`config.mk`:
```
export PLATFORM = sky130hd
export DESIGN_NAME = life_game_controller_flat
export DESIGN_NICKNAME = d
export VERILOG_FILES = /design/src/rtl/life_game_controller_if.sv /design/src/rtl/life_game_controller.sv /design/src/flat_wrapper.sv
export SDC_FILE = /design/constraint.sdc
export NUM_CORES = 1
export LEC_CHECK = 0
export CAP_MARGIN = 5
export CORE_ASPECT_RATIO = 1.25
export CORE_MARGIN = 8
export CORE_UTILIZATION = 40
export CTS_CLUSTER_DIAMETER = 80
export CTS_CLUSTER_SIZE = 14
export DETAILED_ROUTE_END_ITERATION = 10
export PLACE_DENSITY_LB_ADDON = 0.3
export SETUP_SLACK_MARGIN = 0.4
export SYNTH_ARGS = -nofsm -noshare
export SYNTH_HDL_FRONTEND = slang
export SYNTH_SLANG_ARGS = --single-unit
export TNS_END_PERCENT = 5
```
`constraint.sdc`:
```
create_clock -name clock -period 10.8 [get_ports clock]
set_input_delay 2.16 -clock clock [delete_from_list [all_inputs] [get_ports clock]]
set_output_delay 2.16 -clock clock [all_outputs]
set_load 0.005 [all_outputs]
```
`src/rtl/life_game_controller_if.sv`:
```
`default_nettype none
// +--------------------------------------------------------------------+
// | life_game_controller_if : buttons/frame timing in, run strobe out   |
// | Revision: 1.0                                                       |
// +--------------------------------------------------------------------+
interface life_game_controller_if #(
  parameter int GEN_WIDTH = 16
);
  logic [3:0]           button;
  logic                 frame_start;
  logic                 run;
  logic                 running;
  logic [2:0]           speed;
  logic [GEN_WIDTH-1:0] generation;

  modport master (output button, frame_start,
                  input  run, running, speed, generation);
  modport slave  (input  button, frame_start,
                  output run, running, speed, generation);
endinterface
`default_nettype wire

```
`src/rtl/life_game_controller.sv`:
```
`default_nettype none
// +--------------------------------------------------------------------+
// | life_game_controller : debounced run/step/speed control, emits a    |
// | frame-aligned one-cycle run strobe per generation                   |
// | Revision: 1.0                                                       |
// +--------------------------------------------------------------------+
module life_game_controller #(
  parameter int DEBOUNCE_CYCLES = 500000,
  parameter int MAX_SPEED       = 7,
  parameter int DEFAULT_SPEED   = 4,
  parameter int GEN_WIDTH       = 16
) (
  input  wire logic             clock,
  input  wire logic             reset,
  life_game_controller_if.slave bus
);

  localparam int              CNT_W     = (DEBOUNCE_CYCLES > 1) ? $clog2(DEBOUNCE_CYCLES) : 1;
  localparam logic [CNT_W-1:0] CNT_LAST = CNT_W'(DEBOUNCE_CYCLES - 1);
  localparam int              FC_W      = (MAX_SPEED > 0) ? MAX_SPEED : 1;
  localparam logic [2:0]      SPEED_MAX = 3'(MAX_SPEED);
  localparam logic [2:0]      SPEED_RST = 3'(DEFAULT_SPEED);

  typedef enum logic [1:0] {
    S_PAUSED       = 2'd0,
    S_RUNNING      = 2'd1,
    S_STEP_PENDING = 2'd2
  } state_t;

  logic [3:0] press;

  for (genvar b = 0; b < 4; b++) begin : g_btn
    logic             sync1_q, sync2_q;
    logic             level_q, level_d;
    logic [CNT_W-1:0] cnt_q, cnt_d;

    // Count samples disagreeing with the accepted level; the Nth flips it.
    always_comb begin
      level_d = level_q;
      cnt_d   = '0;
      if (sync2_q != level_q) begin
        if (cnt_q == CNT_LAST) level_d = sync2_q;
        else                   cnt_d   = cnt_q + 1'b1;
      end
    end

    assign press[b] = level_d & ~level_q;

    always_ff @(posedge clock or posedge reset) begin
      if (reset) begin
        sync1_q <= 1'b0;
        sync2_q <= 1'b0;
        level_q <= 1'b0;
        cnt_q   <= '0;
      end else begin
        sync1_q <= bus.button[b];
        sync2_q <= sync1_q;
        level_q <= level_d;
        cnt_q   <= cnt_d;
      end
    end
  end

  state_t               state_q, state_d;
  logic                 run_q, run_d;
  logic                 running_q, running_d;
  logic [2:0]           speed_q, speed_d;
  logic [FC_W-1:0]      frame_cnt_q, frame_cnt_d;
  logic [GEN_WIDTH-1:0] gen_q, gen_d;
  logic [FC_W-1:0]      period_last;
  logic                 toggle, step, up, down;

  assign toggle = press[0];
  assign step   = press[1];
  assign up     = press[2];
  assign down   = press[3];

  // Period is 2^(MAX_SPEED-speed) frames, so its last count is all-ones shifted.
  assign period_last = {FC_W{1'b1}} >> speed_q;

  always_comb begin
    state_d     = state_q;
    run_d       = 1'b0;
    frame_cnt_d = frame_cnt_q;
    speed_d     = speed_q;
    gen_d       = gen_q + GEN_WIDTH'(run_q);

    case (state_q)
      S_PAUSED: begin
        if (toggle) begin
          state_d     = S_RUNNING;
          frame_cnt_d = '0;
        end else if (step) begin
          state_d = S_STEP_PENDING;
        end
      end
      S_RUNNING: begin
        if (bus.frame_start) begin
          if (frame_cnt_q == period_last) begin
            run_d       = 1'b1;
            frame_cnt_d = '0;
          end else begin
            frame_cnt_d = frame_cnt_q + 1'b1;
          end
        end
        if (toggle) state_d = S_PAUSED;
      end
      S_STEP_PENDING: begin
        if (toggle) begin
          state_d     = S_RUNNING;
          frame_cnt_d = '0;
        end else if (bus.frame_start) begin
          run_d   = 1'b1;
          state_d = S_PAUSED;
        end
      end
      default: state_d = S_PAUSED;
    endcase

    if (up && !down && speed_q != SPEED_MAX)
      speed_d = speed_q + 3'd1;
    else if (down && !up && speed_q != 3'd0)
      speed_d = speed_q - 3'd1;
    if (speed_d != speed_q) frame_cnt_d = '0;

    running_d = (state_d == S_RUNNING);
  end

  always_ff @(posedge clock or posedge reset) begin
    if (reset) begin
      state_q     <= S_PAUSED;
      run_q       <= 1'b0;
      running_q   <= 1'b0;
      speed_q     <= SPEED_RST;
      frame_cnt_q <= '0;
      gen_q       <= '0;
    end else begin
      state_q     <= state_d;
      run_q       <= run_d;
      running_q   <= running_d;
      speed_q     <= speed_d;
      frame_cnt_q <= frame_cnt_d;
      gen_q       <= gen_d;
    end
  end

  assign bus.run        = run_q;
  assign bus.running    = running_q;
  assign bus.speed      = speed_q;
  assign bus.generation = gen_q;

endmodule
`default_nettype wire

```
`src/flat_wrapper.sv`:
```
// flat-port wrapper written by rule: the top's interface ports become plain ports
module life_game_controller_flat 
#(
  parameter int DEBOUNCE_CYCLES = 500000,
  parameter int MAX_SPEED       = 7,
  parameter int DEFAULT_SPEED   = 4,
  parameter int GEN_WIDTH       = 16
)
  (clock, reset, bus_button, bus_frame_start, bus_run, bus_running, bus_speed, bus_generation);
  life_game_controller_if #(.GEN_WIDTH(GEN_WIDTH)) bus_i ();
  input  wire logic clock;
  input  wire logic reset;
  input wire logic [$bits(bus_i.button)-1:0] bus_button;
  input wire logic [$bits(bus_i.frame_start)-1:0] bus_frame_start;
  output wire logic [$bits(bus_i.run)-1:0] bus_run;
  output wire logic [$bits(bus_i.running)-1:0] bus_running;
  output wire logic [$bits(bus_i.speed)-1:0] bus_speed;
  output wire logic [$bits(bus_i.generation)-1:0] bus_generation;
  assign bus_i.button = bus_button;
  assign bus_i.frame_start = bus_frame_start;
  assign bus_run = bus_i.run;
  assign bus_running = bus_i.running;
  assign bus_speed = bus_i.speed;
  assign bus_generation = bus_i.generation;
  life_game_controller #(.DEBOUNCE_CYCLES(DEBOUNCE_CYCLES), .MAX_SPEED(MAX_SPEED), .DEFAULT_SPEED(DEFAULT_SPEED), .GEN_WIDTH(GEN_WIDTH)) u_core (.clock(clock), .reset(reset), .bus(bus_i));
endmodule
```
* Yosys cells after proc, flatten, opt, wreduce, memory -nomap -nowiden
Cells that the tools add are included.
Operators by class: $add $sub $neg 8, equal/unequal tests 16, shift operators 1, mux-type cells 34, bitwise logic cells 8, reduce and logical (&&, ||, !) cells 11
Operator list (number):
- 19-bit two-way mux | 8
- 19-bit by 1-bit adder with 19-bit output, second input constant | 4
- 19-bit equality test, second input constant | 4
- 7-bit two-way mux | 4
- 16-bit by 1-bit adder with 16-bit output | 1
- 7-bit one-hot mux with 2 select lines | 1
- 1-bit two-way mux | 12
- 2-bit two-way mux | 5
- 7-bit by 1-bit adder with 7-bit output, second input constant | 1
- 7-bit equality test | 1
- 7-bit by 3-bit right shift with 7-bit output, first input constant | 1
- 3-bit two-way mux | 2
- 2-bit one-hot mux with 3 select lines | 1
- 3-bit nonzero test | 2
- 1-bit AND | 4
- 2-bit by 1-bit equality test with 1-bit output, second input constant | 2
- 1-bit logical AND | 4
- 1-bit != test | 4
- 1-bit NOT | 4
- 3-bit by 1-bit adder with 3-bit output, second input constant | 1
- 3-bit by 1-bit != test with 1-bit output, second input constant | 1
- 3-bit by 2-bit != test with 1-bit output, second input constant | 1
- 3-bit != test | 1
- 3-bit != test, second input constant | 1
- other kinds (7) | 8
Storage, ports and cells: bits in registers 118, bits of input ports 7

* Logic depth before layout (Yosys ltp)
depth after elaboration 12, depth in mapped cells 10, gate-level depth less buffers 10

* Worst setup path before layout
Ideal clock, no wire load.
kind input to register, start in bus_frame_start, end reg u_core.running_q (netlist: u_core.bus.running), arrival 2.907 ns, required time 10.681 ns, path slack 7.774 ns, cell stages on the path 5, path buffers 0, path through nand2b_1 > nand2b_1 > nor2_1 > or3_1 > o21a_1
On the way: word-level cells in the longest chain between the ends 4
RTL lines:
- from (decl) | line flat_wrapper.sv:14 | input wire logic [$bits(bus_i.frame_start)-1:0] bus_frame_start;
- 2-bit two-way mux | line life_game_controller.sv:112 | end else if (bus.frame_start) begin
- 2-bit two-way mux | line life_game_controller.sv:109 | if (toggle) begin
- 2-bit one-hot mux with 3 select lines | line life_game_controller.sv:88 | case (state_q)
- 2-bit by 1-bit equality test with 1-bit output | line life_game_controller.sv:126 | running_d = (state_d == S_RUNNING);
- net u_core.running_d | line life_game_controller.sv:66 | logic running_q, running_d;
- to (signal assigned) | line life_game_controller.sv:140 | running_q <= running_d;
- to (decl) | line life_game_controller.sv:66
The timed path passes the listed nets, and every way through them passes these cells. A chain may end at the register's enable or synchronous reset.

* Final worst setup path
start reg u_core.speed_q[2] (netlist: u_core.bus.speed[2]), end out bus_speed[2]
RTL lines:
- from (decl) | line life_game_controller.sv:67 | logic [2:0] speed_q, speed_d;
- from (signal assigned) | line life_game_controller.sv:141 | speed_q <= speed_d;
- to (decl) | line flat_wrapper.sv:17 | output wire logic [$bits(bus_i.speed)-1:0] bus_speed;
No word-level cell between the ends.

==> flow_summary_export.csv <==
group,metric,value,unit
global_route,grt_usage,12.64,%
clock_network,cts_htree_levels,4,
timing,min_period,3781,ps
yosys,yosysSeqAreaShare,51.44,%
worst_setup_path,cp_max_fo,9,
die,row_count,49,
clock_network,cts_buffers,17,
global_route,met3_usage,3.133,%
finish,nNetsFinal,634,
pwr,power.total,1.060,mW
place,dpl_worst_slack,6769,ps
timing,max_freq,264.5,MHz
yosys,syn_area,5743,um^2
yosys,synthCells,570,
yosys,yosys.area.top_type_share,50.98,%
timing,worst_clock_skew,9.899,ps
pwr,max-vdd-ir-drop,0.1276,mV
pwr,p_leak,2.924,nW
die,die_y,150.0,um
worst_setup_path,max_stage_delay,610,ps
drt,vias,4119,
worst_setup_path,path_buf_inv,1,
yosys,syn_nets,594,
worst_setup_path,arrival,1620,ps
drt,ant_nets,0,
pwr,p_int,0.8517,mW
timing,layout_setup_ws,7019,ps
timing,finalSetupViolations,0,
drt,drc,0,
finish,final_util,48.00,%
yosys,synth-seq-cells,118,
global_route,grt_pass1_wl,18950,um
timing,whs,352.6,ps
clock_network,cts_sinks,118,
worst_setup_path,critPathRequiredTime,8640,ps
place,io_buffer_count,27,
clock_network,hold_buffers,0,
yosys,ys_top_cells_by_area,"dfrtp_1, nor2_1, xnor2_1",
global_route,antenna_found_initial,0,
global_route,busiest_layer,"met2",
drt,wl,10880,um
drt,via_per_inst,5.142,
pwr,seq_power_share,42.7,%
pwr,p_per_area,155.2,nW/um^2
finish,final_area,6828,um^2
global_route,use_met1,14.80,%
run,cap_violations,0,
worst_setup_path,start_kind,"flop",
clock_network,path_clk_slew,50,ps
clock_network,cts_tree,"built",
finish,syn_to_final_growth,18.89,%
finish,drive_above_1_share,7.705,%
die,start_util,40.38,%
pwr,p_sw,0.2080,mW
yosys,synthArstFlopShare,100.0,%
hold_path,worstHoldPathType,"flop to flop",
worst_setup_path,slowest_stage,"dfstp_2",
timing,period_share,35.01,%
drt,firstDrtPassIters,4,
clock_network,ctsResizeCount,0,
place,dp_hpwl,7426,um
die,pin_count,28,
finish,final_cell_count_no_fill,801,
clock_network,clk_latency,400,ps
place,dp_cells,768,
die,die_area,18470,um^2
timing,grt_setup_unrepaired,"no",
yosys,synth-main-ff-cell,"dfrtp_1",
die,core_area,14220,um^2
global_route,grt_overflow,0,
pwr,switching_share,19.63,%
global_route,grt_pass1_vias,4201,
finish,regArea,2954,um^2
worst_setup_path,criticalPathCategory,"flop to output pin",
place,placed_area,6203,um^2
worst_setup_path,crit_path_end_kind,"output pin",
place,gp_congestion,0.7692,
drt,routedWlPerCell,13.59,um
timing,hold_viol_final,0,
finish,n_antenna_cell,0,
timing,worst_pin_slew,872.7,ps
timing,slew_violations,0,
global_route,grt_max_degree,71,
pwr,p_comb_share,2.2,%
finish,multi_input_comb_area,2668,um^2
global_route,grt_use_met2,21.35,%
die,dieWidth,123.2,um
clock_network,root_buffer,"clkbuf_16",
finish,fill_cells,1333,
clock_network,cts_setup_buffers,0,
run_status,outcome,"complete, no violations",
drt,dr.first_iter.drc_count,239,
yosys,avgSynthCellArea,10.08,um^2
worst_setup_path,worstPathCellList,"clkdlybuf4s50_1",
yosys,synth_edf_count,0,
pwr,p_clk_share,55.0,%
clock_network,cts.path.max_buffers,2,
yosys,synth_top_area_cell,"dfrtp_1",
yosys,ys_types,47,
timing,fin_setup_tns,0,ps
timing,slew_headroom,41.82,%
yosys,ys_warn_count,0,
worst_setup_path,cpLargestDelayFamily,"flip-flops",
## area by class of cell
type                    count  area share (%)
clock buffers              23           6.854
clock inverters             9           2.181
inverters                  21           1.191
multi-input cells         423           39.07
flip-flops and latches    118           43.27
well taps                 178           3.262
repair buffers             29           4.178
## sequential cells by signal, summed over array words and instances, names as in the netlist, 2 cells and up
register / cells
u_core.g_btn.level_q: 4
u_core.g_btn.sync1_q: 4
u_core.bus.speed: 3
u_core.bus.generation: 16
u_core.frame_cnt_q: 7
u_core.g_btn.cnt_q: 76
u_core.g_btn.sync2_q: 4
u_core.state_q: 2
## power by group through the flow
stage               logic (mW)  registers, mW  clock network (mW)
finish                  0.0238          0.453               0.583
global route            0.0277          0.453               0.616
CTS                     0.0246          0.452               0.595
detailed placement      0.0245          0.460                   0
global placement        0.0237          0.460                   0
floorplan               0.0173          0.459                   0
## cells by family (layout without fill, tap and decap cells)
| kind of cell | count (synthesis) | after routing | synth area share (%) |
|---|---|---|---|
| AOI/OAI and AO/OA | 33 | 33 | 3.704 |
| xor gates and xnor gates | 90 | 90 | 13.73 |
| adders and majority gates | 17 | 17 | 3.704 |
| buffers and inverters | 29 | 82 | 2.113 |
| DFF | 118 | 118 | 51.44 |
| muxes | 5 | 5 | 0.9586 |
| and+or+nand+nor | 278 | 278 | 24.36 |
## cells in the mapped netlist (2+ instances only)
cell type  instances
and3_1             8
nor4_4             2
or3_1              2
nor4_1             2
nand2b_1           7
a31oi_1            4
nand4_1           22
nor4b_2            2
ha_1              17
clkbuf_1           2
mux2_2             4
nand3_1           40
nor2_1           115
o21ai_0            7
a21oi_1            8
buf_2              4
o21a_1             3
nor4b_1            6
nor3_1             9
and2_1             4
xnor2_1           45
nand2_1           36
and4_1             9
or2_2              6
inv_1             21
nor2b_1            3
o21ai_1            2
dfrtp_1          117
xor2_1            45
## final timing paths
| kind | startpoint | slack [ps] | cells after the start | end |
|---|---|---|---|---|
| setup / recovery | u_core.bus.speed[2] | 7020 | 1 | bus_speed[2] |
| hold / removal | u_core.g_btn[3].sync1_q | 350 | 0 | u_core.g_btn[3].sync2_q |
| setup reg to reg | u_core.bus.speed[1] | 8080 | 9 | u_core.frame_cnt_q[3] |
| hold reg to reg | u_core.g_btn[3].sync1_q | 350 | 0 | u_core.g_btn[3].sync2_q |
| max in group asynchronous | reset | 7320 | 3 | u_core.g_btn[0].level_q |
| min in group asynchronous | reset | 2190 | 2 | u_core.bus.generation[15] |
## per-layer routing
layer  part of all wire [%]  routed length [um]
met2                     50                5428
met3                    3.5                 377
met4                    1.6                 177
met5                      0                   0
met1                     45                4900
## layout by cell type, fill, tap and decap left out, types with 2 or more instances in the layout
cell,instances
buf_4,2
nor4_1,2
nor3_1,9
nor4_4,2
clkbuf_1,4
dfrtp_1,117
xnor2_1,45
clkdlybuf4s50_1,27
clkinv_2,4
and3_1,8
o21ai_0,7
ha_1,17
bufinv_16,4
nor4b_2,2
clkbuf_16,17
xor2_1,45
or2_2,6
nor2_1,115
inv_1,20
nor4b_1,6
nand3_1,40
o21a_1,3
o21ai_1,2
clkbuf_8,2
nand2b_1,7
nor2b_1,3
or3_1,2
and4_1,9
a31oi_1,4
nand4_1,22
and2_1,4
mux2_2,4
nand2_1,36
a21oi_1,8
Note: power is estimated with default switching activity, not from simulation.
